===== src/rtl/bsg_mem_2rw_sync_arb.sv =====
// bsg_mem_2rw_sync_arb
//   Arbitrates num_req_p requesters onto one dual-port synchronous RAM
//   (1-cycle read latency). Up to two requests are granted per cycle:
//   the first valid requester in round-robin order takes port A, and the
//   next valid requester that does not collide with A takes port B.
//   Read data is routed back to the originating requester one cycle later.
//
// Ports
//   clk_i, reset_n_i          clock, asynchronous active-low reset
//   req_v_i/req_w_i           per-requester valid / write
//   req_addr_i/req_data_i     packed per-requester address / write data
//   req_yumi_o                request accepted this cycle
//   a_*_o, b_*_o              RAM port A/B command (v, w, addr, data)
//   a_data_i, b_data_i        RAM port A/B read data
//   resp_v_o/resp_data_o      per-requester read response
//   conflict_cnt_o            cycles in which a colliding request was skipped
//   grant_cnt_o               total grants issued
//
// Build option
//   BSG_MEM_2RW_SYNC_ARB_STATS_EN : when defined, conflict_cnt_o (saturating)
//   and grant_cnt_o (wrapping) are live counters; otherwise both are tied 0.

module bsg_mem_2rw_sync_arb #(
    parameter int width_p   = 32,
    parameter int els_p     = 64,
    parameter int num_req_p = 4,
    localparam int addr_width_lp = (els_p > 1) ? $clog2(els_p) : 1,
    localparam int tag_width_lp  = (num_req_p > 1) ? $clog2(num_req_p) : 1
) (
    input  logic                               clk_i,
    input  logic                               reset_n_i,
    input  logic [num_req_p-1:0]               req_v_i,
    input  logic [num_req_p-1:0]               req_w_i,
    input  logic [num_req_p*addr_width_lp-1:0] req_addr_i,
    input  logic [num_req_p*width_p-1:0]       req_data_i,
    output logic [num_req_p-1:0]               req_yumi_o,
    output logic                               a_v_o,
    output logic                               a_w_o,
    output logic [addr_width_lp-1:0]           a_addr_o,
    output logic [width_p-1:0]                 a_data_o,
    output logic                               b_v_o,
    output logic                               b_w_o,
    output logic [addr_width_lp-1:0]           b_addr_o,
    output logic [width_p-1:0]                 b_data_o,
    input  logic [width_p-1:0]                 a_data_i,
    input  logic [width_p-1:0]                 b_data_i,
    output logic [num_req_p-1:0]               resp_v_o,
    output logic [num_req_p*width_p-1:0]       resp_data_o,
    output logic [15:0]                        conflict_cnt_o,
    output logic [31:0]                        grant_cnt_o
);

    typedef logic [tag_width_lp-1:0] tag_t;
    typedef logic [tag_width_lp:0]   tag_ext_t;

    localparam tag_ext_t num_req_lp = tag_ext_t'(num_req_p);

    // (base + off) mod num_req_p, valid for base, off < num_req_p
    function automatic tag_t wrap_add(input tag_t base, input tag_ext_t off);
        tag_ext_t s;
        s = {1'b0, base} + off;
        if (s >= num_req_lp) s = s - num_req_lp;
        return s[tag_width_lp-1:0];
    endfunction

    logic [addr_width_lp-1:0] addr_arr [num_req_p];
    logic [width_p-1:0]       data_arr [num_req_p];

    always_comb begin
        for (int unsigned i = 0; i < num_req_p; i++) begin
            addr_arr[i] = req_addr_i[i*addr_width_lp +: addr_width_lp];
            data_arr[i] = req_data_i[i*width_p +: width_p];
        end
    end

    tag_t rr_q;
    logic pend_a_q, pend_b_q;
    tag_t tag_a_q, tag_b_q;

    logic a_found, b_found, skipped;
    tag_t a_idx, b_idx;
    logic a_grant, b_grant;

    // Single round-robin scan: first valid takes A; afterwards, candidates
    // colliding with A are passed over until a compatible one takes B.
    always_comb begin
        tag_t idx;
        a_found = 1'b0;
        b_found = 1'b0;
        skipped = 1'b0;
        a_idx   = '0;
        b_idx   = '0;
        idx     = '0;
        for (int unsigned k = 0; k < num_req_p; k++) begin
            idx = wrap_add(rr_q, tag_ext_t'(k));
            if (req_v_i[idx]) begin
                if (!a_found) begin
                    a_found = 1'b1;
                    a_idx   = idx;
                end else if (!b_found) begin
                    if ((addr_arr[idx] == addr_arr[a_idx]) && (req_w_i[idx] || req_w_i[a_idx])) begin
                        skipped = 1'b1;
                    end else begin
                        b_found = 1'b1;
                        b_idx   = idx;
                    end
                end
            end
        end
    end

    // Grants are suppressed while reset is held, independent of the clock.
    assign a_grant = a_found & reset_n_i;
    assign b_grant = b_found & reset_n_i;

    always_comb begin
        req_yumi_o = '0;
        if (a_grant) req_yumi_o[a_idx] = 1'b1;
        if (b_grant) req_yumi_o[b_idx] = 1'b1;
    end

    assign a_v_o    = a_grant;
    assign a_w_o    = a_grant & req_w_i[a_idx];
    assign a_addr_o = a_grant ? addr_arr[a_idx] : '0;
    assign a_data_o = a_grant ? data_arr[a_idx] : '0;
    assign b_v_o    = b_grant;
    assign b_w_o    = b_grant & req_w_i[b_idx];
    assign b_addr_o = b_grant ? addr_arr[b_idx] : '0;
    assign b_data_o = b_grant ? data_arr[b_idx] : '0;

    always_ff @(posedge clk_i or negedge reset_n_i) begin
        if (!reset_n_i) begin
            rr_q     <= '0;
            pend_a_q <= 1'b0;
            pend_b_q <= 1'b0;
            tag_a_q  <= '0;
            tag_b_q  <= '0;
        end else begin
            if (a_grant) rr_q <= wrap_add(b_grant ? b_idx : a_idx, tag_ext_t'(1));
            pend_a_q <= a_grant & ~req_w_i[a_idx];
            pend_b_q <= b_grant & ~req_w_i[b_idx];
            tag_a_q  <= a_idx;
            tag_b_q  <= b_idx;
        end
    end

    // A and B tags are never equal, so the two writes below never overlap.
    always_comb begin
        resp_v_o    = '0;
        resp_data_o = '0;
        if (pend_a_q) begin
            resp_v_o[tag_a_q] = 1'b1;
            resp_data_o[int'(tag_a_q)*width_p +: width_p] = a_data_i;
        end
        if (pend_b_q) begin
            resp_v_o[tag_b_q] = 1'b1;
            resp_data_o[int'(tag_b_q)*width_p +: width_p] = b_data_i;
        end
    end

`ifdef BSG_MEM_2RW_SYNC_ARB_STATS_EN
    logic [15:0] conflict_cnt_q;
    logic [31:0] grant_cnt_q;

    always_ff @(posedge clk_i or negedge reset_n_i) begin
        if (!reset_n_i) begin
            conflict_cnt_q <= '0;
            grant_cnt_q    <= '0;
        end else begin
            if (skipped && (conflict_cnt_q != '1)) conflict_cnt_q <= conflict_cnt_q + 16'd1;
            grant_cnt_q <= grant_cnt_q + 32'(a_grant) + 32'(b_grant);
        end
    end

    assign conflict_cnt_o = conflict_cnt_q;
    assign grant_cnt_o    = grant_cnt_q;
`else
    logic unused_skipped;
    assign unused_skipped = skipped;
    assign conflict_cnt_o = '0;
    assign grant_cnt_o    = '0;
`endif

endmodule

===== config.mk =====
export PLATFORM = sky130hd
export DESIGN_NAME = bsg_mem_2rw_sync_arb
export DESIGN_NICKNAME = d
export VERILOG_FILES = /design/src/rtl/bsg_mem_2rw_sync_arb.sv
export SDC_FILE = /design/constraint.sdc
export NUM_CORES = 1
export LEC_CHECK = 0
export ABC_AREA = 1
export CORE_AREA = 2 2 189 191
export DETAILED_ROUTE_END_ITERATION = 10
export DIE_AREA = 0 0 191 193
export PLACE_DENSITY_LB_ADDON = 0.08
export SLEW_MARGIN = 20
export SYNTH_ARGS = -nofsm -noshare
export SYNTH_HDL_FRONTEND = slang
export SYNTH_SLANG_ARGS = --single-unit

===== constraint.sdc =====
create_clock -name clk_i -period 4.8 [get_ports clk_i]
set_input_delay 0.72 -clock clk_i [delete_from_list [all_inputs] [get_ports clk_i]]
set_output_delay 0.72 -clock clk_i [all_outputs]
set_load 0.01 [all_outputs]

==> flow_metrics.tcl <==
set metrics [dict create \
    synth_area_per_cell_um2 5.00 \
    dp_hpwl_um 37500 \
    remaining_drc_errors 0 \
    insertion_delay_ps 230 \
    cts_hold_buffers 0 \
    total_leakage_power_nw 6.02 \
    layout-drive-gt1-share_pct 16.5 \
    synth-simple-area-share_pct 48.2 \
    ioPinCount 490 \
    tightest_slew_ps 766 \
    synth-compound-area-share_pct 27.3 \
    critPathMostFrequentCell "nand2_1" \
    cts_tree "built" \
    fp.dieH_um 193 \
    yosys_warnings 0 \
    drv_slew 0 \
    synthAdderAreaFrac_pct 2.47 \
    finalSetupTns_ps 0 \
    fill_cells 3829 \
    place.gp.congestion 0.938 \
    synthMuxAreaShare_pct 0 \
    area_growth_pct 89.8 \
    critPathMaxFanout 11 \
    crit_path_top_delay_cell "clkdlybuf4s50_1" \
    wl_per_cell_um 19.9 \
    synth_area_mm2 0.00708 \
    cts_buffers 3 \
    clock-sinks 8 \
    track_usage_pct 24.3 \
    hold_path.class "flip-flop to flip-flop" \
    start_util_pct 20.3 \
    grt_pass1_vias 11400 \
    rows 69 \
    power_density_mw_per_mm2 1080 \
    die_area_mm2 0.0369 \
    netlist_instances 1417 \
    grt.overflow.total 0 \
    finish.utilization_pct 38.4 \
    drtIter0Drc 774 \
    htree_levels 1 \
    min_period_ps 4490 \
    firstDrtPassIters 5 \
    routed_via_density 4.96 \
    synth_top_family_by_area "simple AND/OR/NAND/NOR gates" \
    vias 11900 \
    max-slew-margin-rel_pct 48.9 \
    vdd_drop_max_v 0.000502 \
    grt_pass1_wl_um 69800 \
    drt_wl_total_um 47900 \
    fp.dieW_um 191 \
    post-route-period-util_pct 93.6 \
    grt_max_degree 40 \
    antenna_found_initial 1 \
    core_mm2 0.0350 \
    max_cap_viol_count 0 \
    setup_viol_count_final 0 \
    critPathMaxStageDelay_ps 700 \
    crit_chain "clkdlybuf4s50_1 -> o22ai_1 -> nor3_1 -> inv_1 -> nand3_1 -> nand2_1 -> inv_1 -> nand2_1 -> nor2_2 -> nand2_2 -> buf_4 -> nand3_1 -> nand3_2 -> nand3_4 -> nand2_8 -> inv_8 -> buf_12 -> buf_12 -> nand2_1 -> nand3_1 -> nand2_1 -> nor2_1 -> clkdlybuf4s15_2" \
    synth_xor_area_share_pct 0.742 \
    timing_worst_setup_path_type "input port to output port" \
    clock_path_buffers 2 \
    crit_path_end_kind "output port" \
    clk_pin_slew_ps 40 \
    status "finished clean" \
    skew_ps 3.42 \
    io_buffers 441 \
    critPathLaunchType "input port" \
    nets 2183 \
    hold_viol 0 \
    synth_cell_types 38 \
    synth_seq_area_share_pct 2.83 \
    postRouteAntennaNets 0 \
    ys_ff_latch 8 \
    cp_data_arrival_time_ps 3770 \
    cp.required_ps 4080 \
    root_buffer "clkbuf_16" \
    clock.fmax_ghz 0.223 \
    holdWs_ps 721 \
]
==> layout by cell type, fill, tap and decap left out, drive strengths merged, types with 4 or more instances in the layout <==
cell type	Yosys	final
clkdlybuf4s15	0	10
nand4	4	4
o211ai	5	5
o21ai	66	66
ha	14	14
buf	91	207
nand3b	4	4
clkdlybuf4s50	0	393
dlygate4sd2	0	4
inv	112	112
o221ai	20	20
nand3	131	131
nor3	23	23
a21oi	42	42
clkbuf	65	15
nand2	521	521
xor2	6	6
or2	5	5
conb	1	48
o22ai	178	178
dfrtp	8	8
nor2	112	112
==> critical path: cells and delay by family <==
| kind | cells | cell delay [ps] |
|---|---|---|
| AOI/OAI and AO/OA | 1 | 150 |
| buffers and inverters | 8 | 1560 |
| and+or+nand+nor | 14 | 1340 |
==> power by group <==
part           internal [W]  leakage (nW)  switching [W]
Sequential         0.000106        0.0978      0.0000422
Clock              0.000107        0.0370      0.0000325
Combinational       0.00636          5.88        0.00782
==> cells in the mapped netlist, drive strengths merged <==
library cell	n	area share (%)
nand2	521	29
o22ai	178	16
nand3	131	10
inv	112	5.9
nor2	112	6.2
buf	91	9.0
o21ai	66	4.7
clkbuf	65	3.4
a21oi	42	3.0
nor3	23	1.6
o221ai	20	2.5
ha	14	2.5
dfrtp	8	2.8
xor2	6	0.74
o211ai	5	0.53
or2	5	0.44
nand3b	4	0.42
nand4	4	0.35
a211oi	3	0.32
a2111oi	1	0.12
a22o	1	0.12
a22oi	1	0.11
a31oi	1	0.088
conb	1	0.053
nor3b	1	0.11
o21bai	1	0.11
==> worst paths after layout <==
path / startpoint / to / slack (ps) / depth (start not counted)
setup / recovery: req_addr_i[21] / b_data_o[25] / 310 / 23
setup reg to reg: rr_q[0] / pend_b_q / 1260 / 29
hold / removal: rr_q[1] / rr_q[1] / 720 / 3
max in group asynchronous: reset_n_i / rr_q[0] / 3830 / 2
hold reg to reg: rr_q[1] / rr_q[1] / 720 / 3
min in group asynchronous: reset_n_i / rr_q[1] / 790 / 2
==> stage by stage <==
step | area, um2 | setup WS (ps) | total power (W) | cells
2_1_floorplan | 7260 | 587 | 0.00701 | 1464
3_3_place_gp | 13000 | -547 | 0.0135 | 2385
3_5_place_dp | 13000 | -565 | 0.0134 | 2385
4_1_cts | 13400 | -2.35 | 0.0143 | 2397
5_1_grt | 13400 | -2.27 | 0.0157 | 2402
6_report | 13400 | 308 | 0.0145 | 2403
==> area by class of cell <==
| class | instances | area (um2) | share of cell area [%] |
|---|---|---|---|
| clock buffers | 3 | 75.1 | 0.559 |
| inverters | 112 | 433 | 3.22 |
| repair buffers | 630 | 6180 | 46.0 |
| flip-flops and latches | 8 | 201 | 1.50 |
| diodes | 1 | 2.50 | 0.0186 |
| multi-input cells | 1188 | 5970 | 44.5 |
| well taps | 461 | 577 | 4.29 |
==> what timing repair did <==
item	CTS	global route
buffers inserted	4	3
setup endpoints to repair	54	81
gates cloned	5	2
hold endpoints to repair	0	0
gates resized for setup	191	40
pin swaps	13	14
==> layer usage <==
metal  wire length, um  GRT usage [%]
met2             23100           41.9
met1             19200           31.0
met3              3990           3.64
met4              1650           8.05
met5                13              0
==> cell families after synthesis <==
family / Yosys count
simple gates: 801
compound gates: 319
buf+inv: 268
fa+ha+maj: 14
flops: 8
xor+xnor: 6
other cells: 1
==> flip-flops by register name, indices dropped and copies added, names as in the netlist <==
signal	count
tag_b_q	2
tag_a_q	2
rr_q	2
pend_a_q	1
pend_b_q	1
No activity file was read; power rests on OpenSTA's default activity.
